### config.mk
export PLATFORM = sky130hd
export DESIGN_NAME = screen_sequencer_flat
export DESIGN_NICKNAME = d
export VERILOG_FILES = /design/src/rtl/screen_sequencer_pkg.sv /design/src/rtl/screen_sequencer_if.sv /design/src/rtl/screen_sequencer_key_edge_detect.sv /design/src/rtl/screen_sequencer.sv /design/src/flat_wrapper.sv
export SDC_FILE = /design/constraint.sdc
export NUM_CORES = 1
export LEC_CHECK = 0
export CORE_MARGIN = 2
export CORE_UTILIZATION = 50
export CTS_CLUSTER_SIZE = 16
export DETAILED_ROUTE_END_ITERATION = 7
export GPL_ROUTABILITY_DRIVEN = 1
export PLACE_DENSITY = 0.87
export SLEW_MARGIN = 20
export SYNTH_ARGS = -nofsm -noshare
export SYNTH_HDL_FRONTEND = slang
export SYNTH_SLANG_ARGS = --single-unit
### constraint.sdc
create_clock -name Clk -period 2.6 [get_ports Clk]
set_input_delay 0.65 -clock Clk [delete_from_list [all_inputs] [get_ports Clk]]
set_output_delay 0.65 -clock Clk [all_outputs]
set_load 0.01 [all_outputs]
### src/rtl/screen_sequencer_pkg.sv
// Shared types and constants for the poker display screen sequencer.
//   screen_e : renderer select codes driven on screen_sel
//   state_e  : sequencer FSM states (also exported for debug)
//   KEY_ENTER, BRIGHT_W, BRIGHT_FULL : key code and brightness constants
//   sat_sub  : saturating brightness decrement
package screen_pkg;

   typedef enum logic [1:0] {
      SCR_START  = 2'd0,
      SCR_GAME   = 2'd1,
      SCR_RESULT = 2'd2
   } screen_e;

   typedef enum logic [1:0] {
      S_START,
      S_FADE,
      S_GAME,
      S_RESULT
   } state_e;

   localparam logic [7:0] KEY_ENTER = 8'h28;

   localparam int BRIGHT_W = 4;
   localparam logic [BRIGHT_W-1:0] BRIGHT_FULL = '1;

   // Brightness minus step, clamped at zero (never wraps to a bright value).
   function automatic logic [BRIGHT_W-1:0] sat_sub(input logic [BRIGHT_W-1:0] level,
                                                   input logic [31:0]         step);
      logic [31:0] level_32;
      level_32 = {{(32-BRIGHT_W){1'b0}}, level};
      if (step >= level_32) begin
         return '0;
      end
      return level - step[BRIGHT_W-1:0];
   endfunction

endpackage

### src/rtl/screen_sequencer_if.sv
// Bundle between the keyboard/VGA side and the screen sequencer.
//   Inputs to the sequencer : keycode, frame_start, game_over
//   Outputs from sequencer  : screen_sel, brightness, blink_on, new_game, state
// Signalling: there is no valid/ready pair here. keycode and game_over are
// levels sampled every cycle; frame_start and new_game are single-cycle
// pulses that are acted on in the cycle they are high; all sequencer outputs
// are registered and change one cycle after the frame_start that causes them.
// state is a debug view of the sequencer FSM.
interface screen_sequencer_if;
   import screen_pkg::*;

   logic [7:0]          keycode;
   logic                frame_start;
   logic                game_over;
   screen_e             screen_sel;
   logic [BRIGHT_W-1:0] brightness;
   logic                blink_on;
   logic                new_game;
   state_e              state;

   modport master (
      output keycode, frame_start, game_over,
      input  screen_sel, brightness, blink_on, new_game, state
   );

   modport slave (
      input  keycode, frame_start, game_over,
      output screen_sel, brightness, blink_on, new_game, state
   );

endinterface

### src/rtl/screen_sequencer_key_edge_detect.sv
// Single-key press detector on a USB HID keycode stream.
//   clk, reset : clock and synchronous active-high reset
//   keycode    : current keycode (0 = no key)
//   match_code : keycode to detect
//   press      : high for the one cycle the key goes from absent to present
// The previous keycode is registered every cycle regardless of what the
// consumer is doing, so a key held across any period yields one press only.
module key_edge_detect (
   input  logic       clk,
   input  logic       reset,
   input  logic [7:0] keycode,
   input  logic [7:0] match_code,
   output logic       press
);

   logic [7:0] key_prev;

   always_ff @(posedge clk) begin
      if (reset) begin
         key_prev <= '0;
      end else begin
         key_prev <= keycode;
      end
   end

   assign press = (keycode == match_code) && (key_prev != match_code);

endmodule

### src/rtl/screen_sequencer.sv
// Screen controller: START -> FADE -> GAME -> RESULT -> START.
//   Clk, Reset : clock and synchronous active-high reset
//   bus        : slave side of screen_sequencer_if
//                (keycode, frame_start, game_over in;
//                 screen_sel, brightness, blink_on, new_game, state out)
// Parameters: ENTER_CODE (key that advances), BLINK_FRAMES (frames per
// prompt blink half-period, >= 1), FADE_STEP (brightness drop per frame, >= 1).
// Screen changes happen only on frame_start so a frame is never torn.
module screen_sequencer
   import screen_pkg::*;
#(
   parameter logic [7:0] ENTER_CODE   = KEY_ENTER,
   parameter int         BLINK_FRAMES = 30,
   parameter int         FADE_STEP    = 1
) (
   input  logic             Clk,
   input  logic             Reset,
   screen_sequencer_if.slave bus
);

   localparam int BLINK_W = (BLINK_FRAMES > 1) ? $clog2(BLINK_FRAMES) : 1;
   localparam logic [BLINK_W-1:0] BLINK_LAST = BLINK_W'(BLINK_FRAMES - 1);
   localparam logic [31:0]        STEP_32    = 32'(FADE_STEP);

   logic enter_edge;

   key_edge_detect u_enter (
      .clk        (Clk),
      .reset      (Reset),
      .keycode    (bus.keycode),
      .match_code (ENTER_CODE),
      .press      (enter_edge)
   );

   state_e              state_q,     state_d;
   screen_e             sel_q,       sel_d;
   logic [BRIGHT_W-1:0] bright_q,    bright_d;
   logic [BLINK_W-1:0]  blink_cnt_q, blink_cnt_d;
   logic                blink_on_q,  blink_on_d;
   logic                new_game_q,  new_game_d;
   logic                pending_q,   pending_d;

   logic                trig;
   logic                blink_wrap;
   logic [BLINK_W-1:0]  blink_cnt_inc;
   logic                blink_on_inc;

   always_ff @(posedge Clk) begin
      if (Reset) begin
         state_q     <= S_START;
         sel_q       <= SCR_START;
         bright_q    <= BRIGHT_FULL;
         blink_cnt_q <= '0;
         blink_on_q  <= 1'b1;
         new_game_q  <= 1'b0;
         pending_q   <= 1'b0;
      end else begin
         state_q     <= state_d;
         sel_q       <= sel_d;
         bright_q    <= bright_d;
         blink_cnt_q <= blink_cnt_d;
         blink_on_q  <= blink_on_d;
         new_game_q  <= new_game_d;
         pending_q   <= pending_d;
      end
   end

   // An ENTER press seen mid-frame is held until the next frame_start; a
   // press landing on the frame_start cycle itself counts immediately.
   assign trig = pending_q || enter_edge;

   // Blink advance applied on a frame_start that does not leave the screen.
   assign blink_wrap    = (blink_cnt_q == BLINK_LAST);
   assign blink_cnt_inc = blink_wrap ? '0 : blink_cnt_q + BLINK_W'(1);
   assign blink_on_inc  = blink_wrap ? ~blink_on_q : blink_on_q;

   always_comb begin
      state_d     = state_q;
      sel_d       = sel_q;
      bright_d    = bright_q;
      blink_cnt_d = blink_cnt_q;
      blink_on_d  = blink_on_q;
      new_game_d  = 1'b0;
      pending_d   = pending_q;

      // Every transition happens on frame_start, so clearing here also
      // covers clearing on state entry. Presses are latched only on screens
      // that wait for ENTER.
      if (bus.frame_start) begin
         pending_d = 1'b0;
      end else if (enter_edge && (state_q == S_START || state_q == S_RESULT)) begin
         pending_d = 1'b1;
      end

      unique case (state_q)
         S_START: begin
            if (bus.frame_start) begin
               if (trig) begin
                  state_d  = S_FADE;
                  bright_d = sat_sub(BRIGHT_FULL, STEP_32);
               end else begin
                  blink_cnt_d = blink_cnt_inc;
                  blink_on_d  = blink_on_inc;
               end
            end
         end
         S_FADE: begin
            // The black frame is shown once before the game screen appears.
            if (bus.frame_start) begin
               if (bright_q == '0) begin
                  state_d    = S_GAME;
                  sel_d      = SCR_GAME;
                  bright_d   = BRIGHT_FULL;
                  blink_on_d = 1'b1;
                  new_game_d = 1'b1;
               end else begin
                  bright_d = sat_sub(bright_q, STEP_32);
               end
            end
         end
         S_GAME: begin
            if (bus.frame_start && bus.game_over) begin
               state_d     = S_RESULT;
               sel_d       = SCR_RESULT;
               blink_cnt_d = '0;
               blink_on_d  = 1'b1;
            end
         end
         S_RESULT: begin
            if (bus.frame_start) begin
               if (trig) begin
                  state_d     = S_START;
                  sel_d       = SCR_START;
                  blink_cnt_d = '0;
                  blink_on_d  = 1'b1;
               end else begin
                  blink_cnt_d = blink_cnt_inc;
                  blink_on_d  = blink_on_inc;
               end
            end
         end
         default: begin
            state_d = S_START;
            sel_d   = SCR_START;
         end
      endcase
   end

   assign bus.screen_sel = sel_q;
   assign bus.brightness = bright_q;
   assign bus.blink_on   = blink_on_q;
   assign bus.new_game   = new_game_q;
   assign bus.state      = state_q;

endmodule

### src/flat_wrapper.sv
// flat-port wrapper written by rule: the top's interface ports become plain ports
module screen_sequencer_flat import screen_pkg::*;
#(
   parameter logic [7:0] ENTER_CODE   = KEY_ENTER,
   parameter int         BLINK_FRAMES = 30,
   parameter int         FADE_STEP    = 1
)
  (Clk, Reset, bus_keycode, bus_frame_start, bus_game_over, bus_screen_sel, bus_brightness, bus_blink_on, bus_new_game, bus_state);
  screen_sequencer_if bus_i ();
  input  logic Clk;
  input  logic Reset;
  input wire logic [$bits(bus_i.keycode)-1:0] bus_keycode;
  input wire logic [$bits(bus_i.frame_start)-1:0] bus_frame_start;
  input wire logic [$bits(bus_i.game_over)-1:0] bus_game_over;
  output wire logic [$bits(bus_i.screen_sel)-1:0] bus_screen_sel;
  output wire logic [$bits(bus_i.brightness)-1:0] bus_brightness;
  output wire logic [$bits(bus_i.blink_on)-1:0] bus_blink_on;
  output wire logic [$bits(bus_i.new_game)-1:0] bus_new_game;
  output wire logic [$bits(bus_i.state)-1:0] bus_state;
  assign bus_i.keycode = bus_keycode;
  assign bus_i.frame_start = bus_frame_start;
  assign bus_i.game_over = bus_game_over;
  assign bus_screen_sel = bus_i.screen_sel;
  assign bus_brightness = bus_i.brightness;
  assign bus_blink_on = bus_i.blink_on;
  assign bus_new_game = bus_i.new_game;
  assign bus_state = bus_i.state;
  screen_sequencer #(.ENTER_CODE(ENTER_CODE), .BLINK_FRAMES(BLINK_FRAMES), .FADE_STEP(FADE_STEP)) u_core (.Clk(Clk), .Reset(Reset), .bus(bus_i));
endmodule
* Yosys cells after proc, flatten, opt, wreduce, memory -nomap -nowiden
Index checks and enable logic that the tools add are counted.
** Cells by class
- Add/sub/neg operators :: 2
- $mul :: 0
- Div/mod/pow operators :: 0
- Magnitude comparators :: 1
- Eq/ne operators :: 14
- Shifts and indexed selects :: 0
- Mux-type cells :: 40
- Bitwise logic cells :: 3
- Reductions and logical operators :: 17
** Operators by type and width (count)
- $mux 5 :: 6
- $mux 4 :: 6
- $mux 2 :: 10
- $pmux 5 s3 :: 1
- $mux 1 :: 13
- $reduce_and 6->1 :: 2
- $eq 8x6->1 const B :: 1
- $ne 2x1->1 const B :: 4
- $ne 2x2->1 const B :: 4
- $ne 8x6->1 const B :: 1
- $pmux 2 s4 :: 1
- $pmux 4 s2 :: 1
- $reduce_and 7->1 :: 1
- $pmux 2 s3 :: 1
- $reduce_bool 3->1 :: 2
- $add 5x1->5 const B :: 1
- $eq 5x5->1 const B :: 1
- $reduce_and 5->1 :: 1
- $eq 2x2->1 const B :: 2
- $ge 1x4->1 const A :: 1
- $logic_not 4->1 :: 1
- $pmux 1 s4 :: 1
- $reduce_and 4->1 :: 1
- $sub 4x1->4 const B :: 1
- other kinds (8) :: 13
** Storage, ports and cells
- Register bits after elaboration :: 24
- Latch bits :: 0
- RAM bits :: 0
- Bits in read-only memories :: 0
- Input bits :: 12
- Output and inout bits :: 10
- Word-level logic and storage cells :: 85
- Memories kept :: 0

* Depth between registers and ports, before layout
- Depth after elaboration :: 9
- Gate-level depth with buffers :: 7
- Gate-level depth less buffers :: 7

* Cells and area by module
A second synthesis with hierarchy kept.
** Unflattened totals
- Cells, all modules :: 157
- Area total of the unflattened synthesis :: 1410.1 um^2
** By module, submodules not included
- screen_sequencer :: instances 1, cells an instance 120, area each 1027.2 um^2, seq. area each 320.3 um^2
- key_edge_detect :: instances 1, cells an instance 37, area each 382.9 um^2, seq. area each 160.2 um^2

* Worst setup path before layout
Ideal clock, no wire load.
- Kind :: input to register
- Start point :: input bus_keycode[1]
- End point :: register u_core.bright_q[1] (netlist: u_core.bus.brightness[1])
- Arrival time :: 1.880 ns
- Path slack :: 0.600 ns
- Stages on the path :: 5
- Cell sequence :: nor4b_2 > o211ai_4 > a31oi_1 > nor3b_1 > o21bai_1
** Between the ends
- Longest elaborated chain between the ends :: 5
** Ends and longest elaborated chain
- start, declared :: line flat_wrapper.sv:12 : input wire logic [$bits(bus_i.keycode)-1:0] bus_keycode;
- $eq 8x6->1 :: line screen_sequencer_key_edge_detect.sv:26 : assign press = (keycode == match_code) && (key_prev != match_code);
- $logic_and 1x1->1 :: line screen_sequencer_key_edge_detect.sv:26
- $logic_or 1x1->1 :: line screen_sequencer.sv:70 : assign trig = pending_q || enter_edge;
- $ne 2x1->1 (no line)
- $reduce_and 4->1 (no line)
- end signal, assigned :: line screen_sequencer.sv:60 : bright_q <= bright_d;
- end, declared :: line screen_sequencer.sv:37 : logic [BRIGHT_W-1:0] bright_q, bright_d;
No other way between the ends.
A chain may end at the register's enable or synchronous reset.

* Final worst setup path
- Start point :: input bus_keycode[0]
- End point :: register u_core.bright_q[1] (netlist: u_core.bus.brightness[1])
Same word-level chain as after synthesis.

==> impl_results.md <==
- R2r startpoint: u_core.bus.brightness[1]$_SDFFE_PP1P_
- Post-DRT Antenna Nets: 0
- Clk buf depth: 2
- Gr usage total: 20.3%
- Nets: 194
- WHS Path Cells: 2
- Max H-tree Level: 1
- Met2 GRT Util: 35.4%
- Core box area: 0.00269 sq mm
- Largest net degree at the start of global routing: 28
- Slowest stage cell, crit path: nor4b_2
- YS warnings: 0
- Final period util: 82.9%
- Vias after detailed routing: 1194
- Worst Path Arrival: 2.41 ns
- Critical path fanouts, max: 5
- Reg2reg path depth: 6
- Top_reg_cell synth: dfxtp_1
- Residual DRC: 0
- Simple-Gate Fraction of Synth Area: 28.1%
- Met1 Usage GRT: 25.1%
- Fillers: 228
- Crit path launch type: input pin
- Post-CTS Hold Fix Bufs: 0
- Die ar.: 0.00320 sq mm
- Syn nets: 167
- GRT overflow: 0
- FF+latch area: 480 sq um
- TNS Setup: 0 ns
- Synthesized area: 0.00138 sq mm
- FF-to-FF End: u_core.bus.blink_on$_SDFFE_PP1P_
- Final Hold Fails: 0
- Slew HR: 71.5%
- Vias/cell: 5.91
- Antenna cells: 0
- Clk root buf: clkbuf_4
- Hold Path Class: flop to flop
- Mux contribution to synthesized area: 2.17%
- Die height: 56.6 um
- Most common cell after layout, fill and taps aside: dfxtp_1
- IO Pins: 22
- Synth Instances: 145
- # port buffers: 21
- Synth Register Bits: 24
- Starting Density: 51.5%
- CTS tree: done
- Initial DRC count: 31
- Sequential fraction of the synthesis area: 34.7%
- Worst-margin pin slew: 0.426 ns
- Hold_sp: u_core.bus.screen_sel[0]$_SDFFE_PP0P_
- Multi-input logic area: 855 sq um
- Achievable clock frequency: 464 MHz
- Worst Hold Slack: 0.510 ns
- Worst Path Required: 2.86 ns
- Commonest cells after routing, fill and taps aside: 24 x dfxtp_1, 21 x clkdlybuf4s50_1, 11 x nor2_1
- Setup crit end kind: flop
- Worst Setup Path Type: input pin to flop
- Adder-cell share of the synthesized area: 9.04%
- CP startpoint: bus_keycode[0]
- Area contributors post-synth: dfxtp_1 35%, ha_1 9.0%, nor2b_1 3.6%
- Status: completed
- Synth unique cells: 44
- Routed Wire Length: 2.96 mm
- Yosys top cell by area: dfxtp_1
- Met3 Use GR: 3.46%
- Layout overhead on the synthesized area: 23.4%
- Share of post-route cells with drive strength above 1: 14.0%
- EDFF count, synth: 0
- Avg WL per Cell: 14.7 um
- Clock sink count: 24
- Pre-antenna DRT Iters: 4
- Max Slew Vio Count: 0
- GP Congestion: 0.872
- Ys async rst share: 0%
- Clock Latency Late Sink: 0.32 ns
- Initial antenna violation count: 0
- Hold EP: u_core.bus.screen_sel[0]$_SDFFE_PP0P_
- Final clock skew: 0.00756 ns
- P_leak: 0.000664 uW
- CTS buffer count: 3
- DPL Wire Length: 2.25 mm
- Final setup violation count: 0
- Clk pin slew, worst setup/hold paths: 0.14 ns
- FP Rows: 19
- Synth Area in Compound Gates: 21.8%
- Most Crowded Layer GR: met2
- Post_cts resized: 0
- Crit-path cells: clkdlybuf4s50_1 -> nor4b_2 -> o211ai_4 -> a31oi_1 -> buf_4 -> nor2_1 -> o21bai_1
- Number of post-CTS setup repair buffers: 0
- Post-Syn Area per Cell: 9.54 sq um
- RSZ-0062 raised after global routing: no
- Tmin final: 2.15 ns
- Vias in the first global route: 1169
- Die W: 56.6 um
- R2R Setup Slk: 0.70 ns
- Pwr Density: 430 mW/mm^2
- First-pass GRT wire length: 5.22 mm
- Post-synthesis xor/xnor area fraction: 0.633%
- Post-synth top area share: 34.7%
- Largest family of logic cells by synthesized area: simple AND/OR/NAND/NOR gates
- VDD IR max: 329 uV
- Largest stage delay on the critical path: 0.46 ns
- Max Cap Viol: 0
==> metal layers <==
metal / part of all wire, % / vias to the layer above
met5: 0 / -
met4: 1.3 / 0
met3: 4.5 / 8
met2: 52 / 37
met1: 42 / 565
li1: - / 584
==> worst max path at each step <==
stage | end | cells past startpoint | slack (ns)
after floorplan | u_core.bus.brightness[1]$_SDFFE_PP1P_ | 5 | 0.60
after global placement | u_core.bus.blink_on$_SDFFE_PP1P_ | 6 | 0.15
after detailed placement | u_core.bus.blink_on$_SDFFE_PP1P_ | 7 | 0.13
after CTS | u_core.bus.brightness[1]$_SDFFE_PP1P_ | 8 | 0.44
after global routing | u_core.bus.brightness[1]$_SDFFE_PP1P_ | 7 | 0.35
final | u_core.bus.brightness[1]$_SDFFE_PP1P_ | 7 | 0.45
==> registers in the layout, indices dropped and copies added (netlist names) <==
name	count
u_core.blink_cnt_q	5
u_core.bus.blink_on	1
u_core.bus.brightness	4
u_core.bus.new_game	1
u_core.bus.screen_sel	2
u_core.bus.state	2
u_core.pending_q	1
u_core.u_enter.key_prev	8
==> synthesized netlist by cell type, drive strengths merged, types with 2 or more instances <==
cell,count
a21oi,2
o2111ai,2
clkbuf,4
dfxtp,24
nor4b,2
nor2b,8
a41oi,2
nor3,6
or4b,2
o311ai,3
ha,10
mux2i,3
nand3,7
nand2,8
nand3b,6
o21ai,8
o21bai,2
o211ai,2
nor2,11
nand2b,5
inv,9
==> cell families after synthesis <==
group                      after synthesis
AOI/OAI and AO/OA                       31
adders and majority gates               10
and+or+nand+nor                         63
buffers and inverters                   13
DFF                                     24
xor gates and xnor gates                 1
muxes                                    3
==> final cells by class <==
class / count / area share [%]
Timing Repair Buffer: 26 / 14.5
Clock inverter: 1 / 1.76
Tap cell: 31 / 2.27
Multi-Input combinational cell: 108 / 50.0
Inverter: 9 / 1.98
Sequential cell: 24 / 28.1
Clock buffer: 3 / 1.32
==> through the flow <==
| step | power, uW | cell area, sq um | cells | setup WS (ns) | util [%] |
|---|---|---|---|---|---|
| after floorplan | 435 | 1380 | 145 | 0.600 | - |
| after global placement | 466 | 1660 | 198 | 0.147 | 61.6 |
| after detailed placement | 469 | 1660 | 198 | 0.129 | 61.6 |
| after CTS | 739 | 1710 | 202 | 0.436 | 63.6 |
| after global routing | 764 | 1710 | 202 | 0.347 | 63.6 |
| final | 735 | 1710 | 202 | 0.446 | 63.6 |
==> power by group <==
part	leakage [uW]	internal (uW)	switching [uW]
clock	0.0000279	156	118
sequential	0.000196	379	7.35
combinational	0.000439	41.7	33.2
==> worst max-delay path: cells and delay by family <==
kind | cells | cell delay (ns)
simple gates | 2 | 0.50
buf+inv | 2 | 0.62
compound gates | 3 | 0.63
Power figures use the tool's default switching activity.
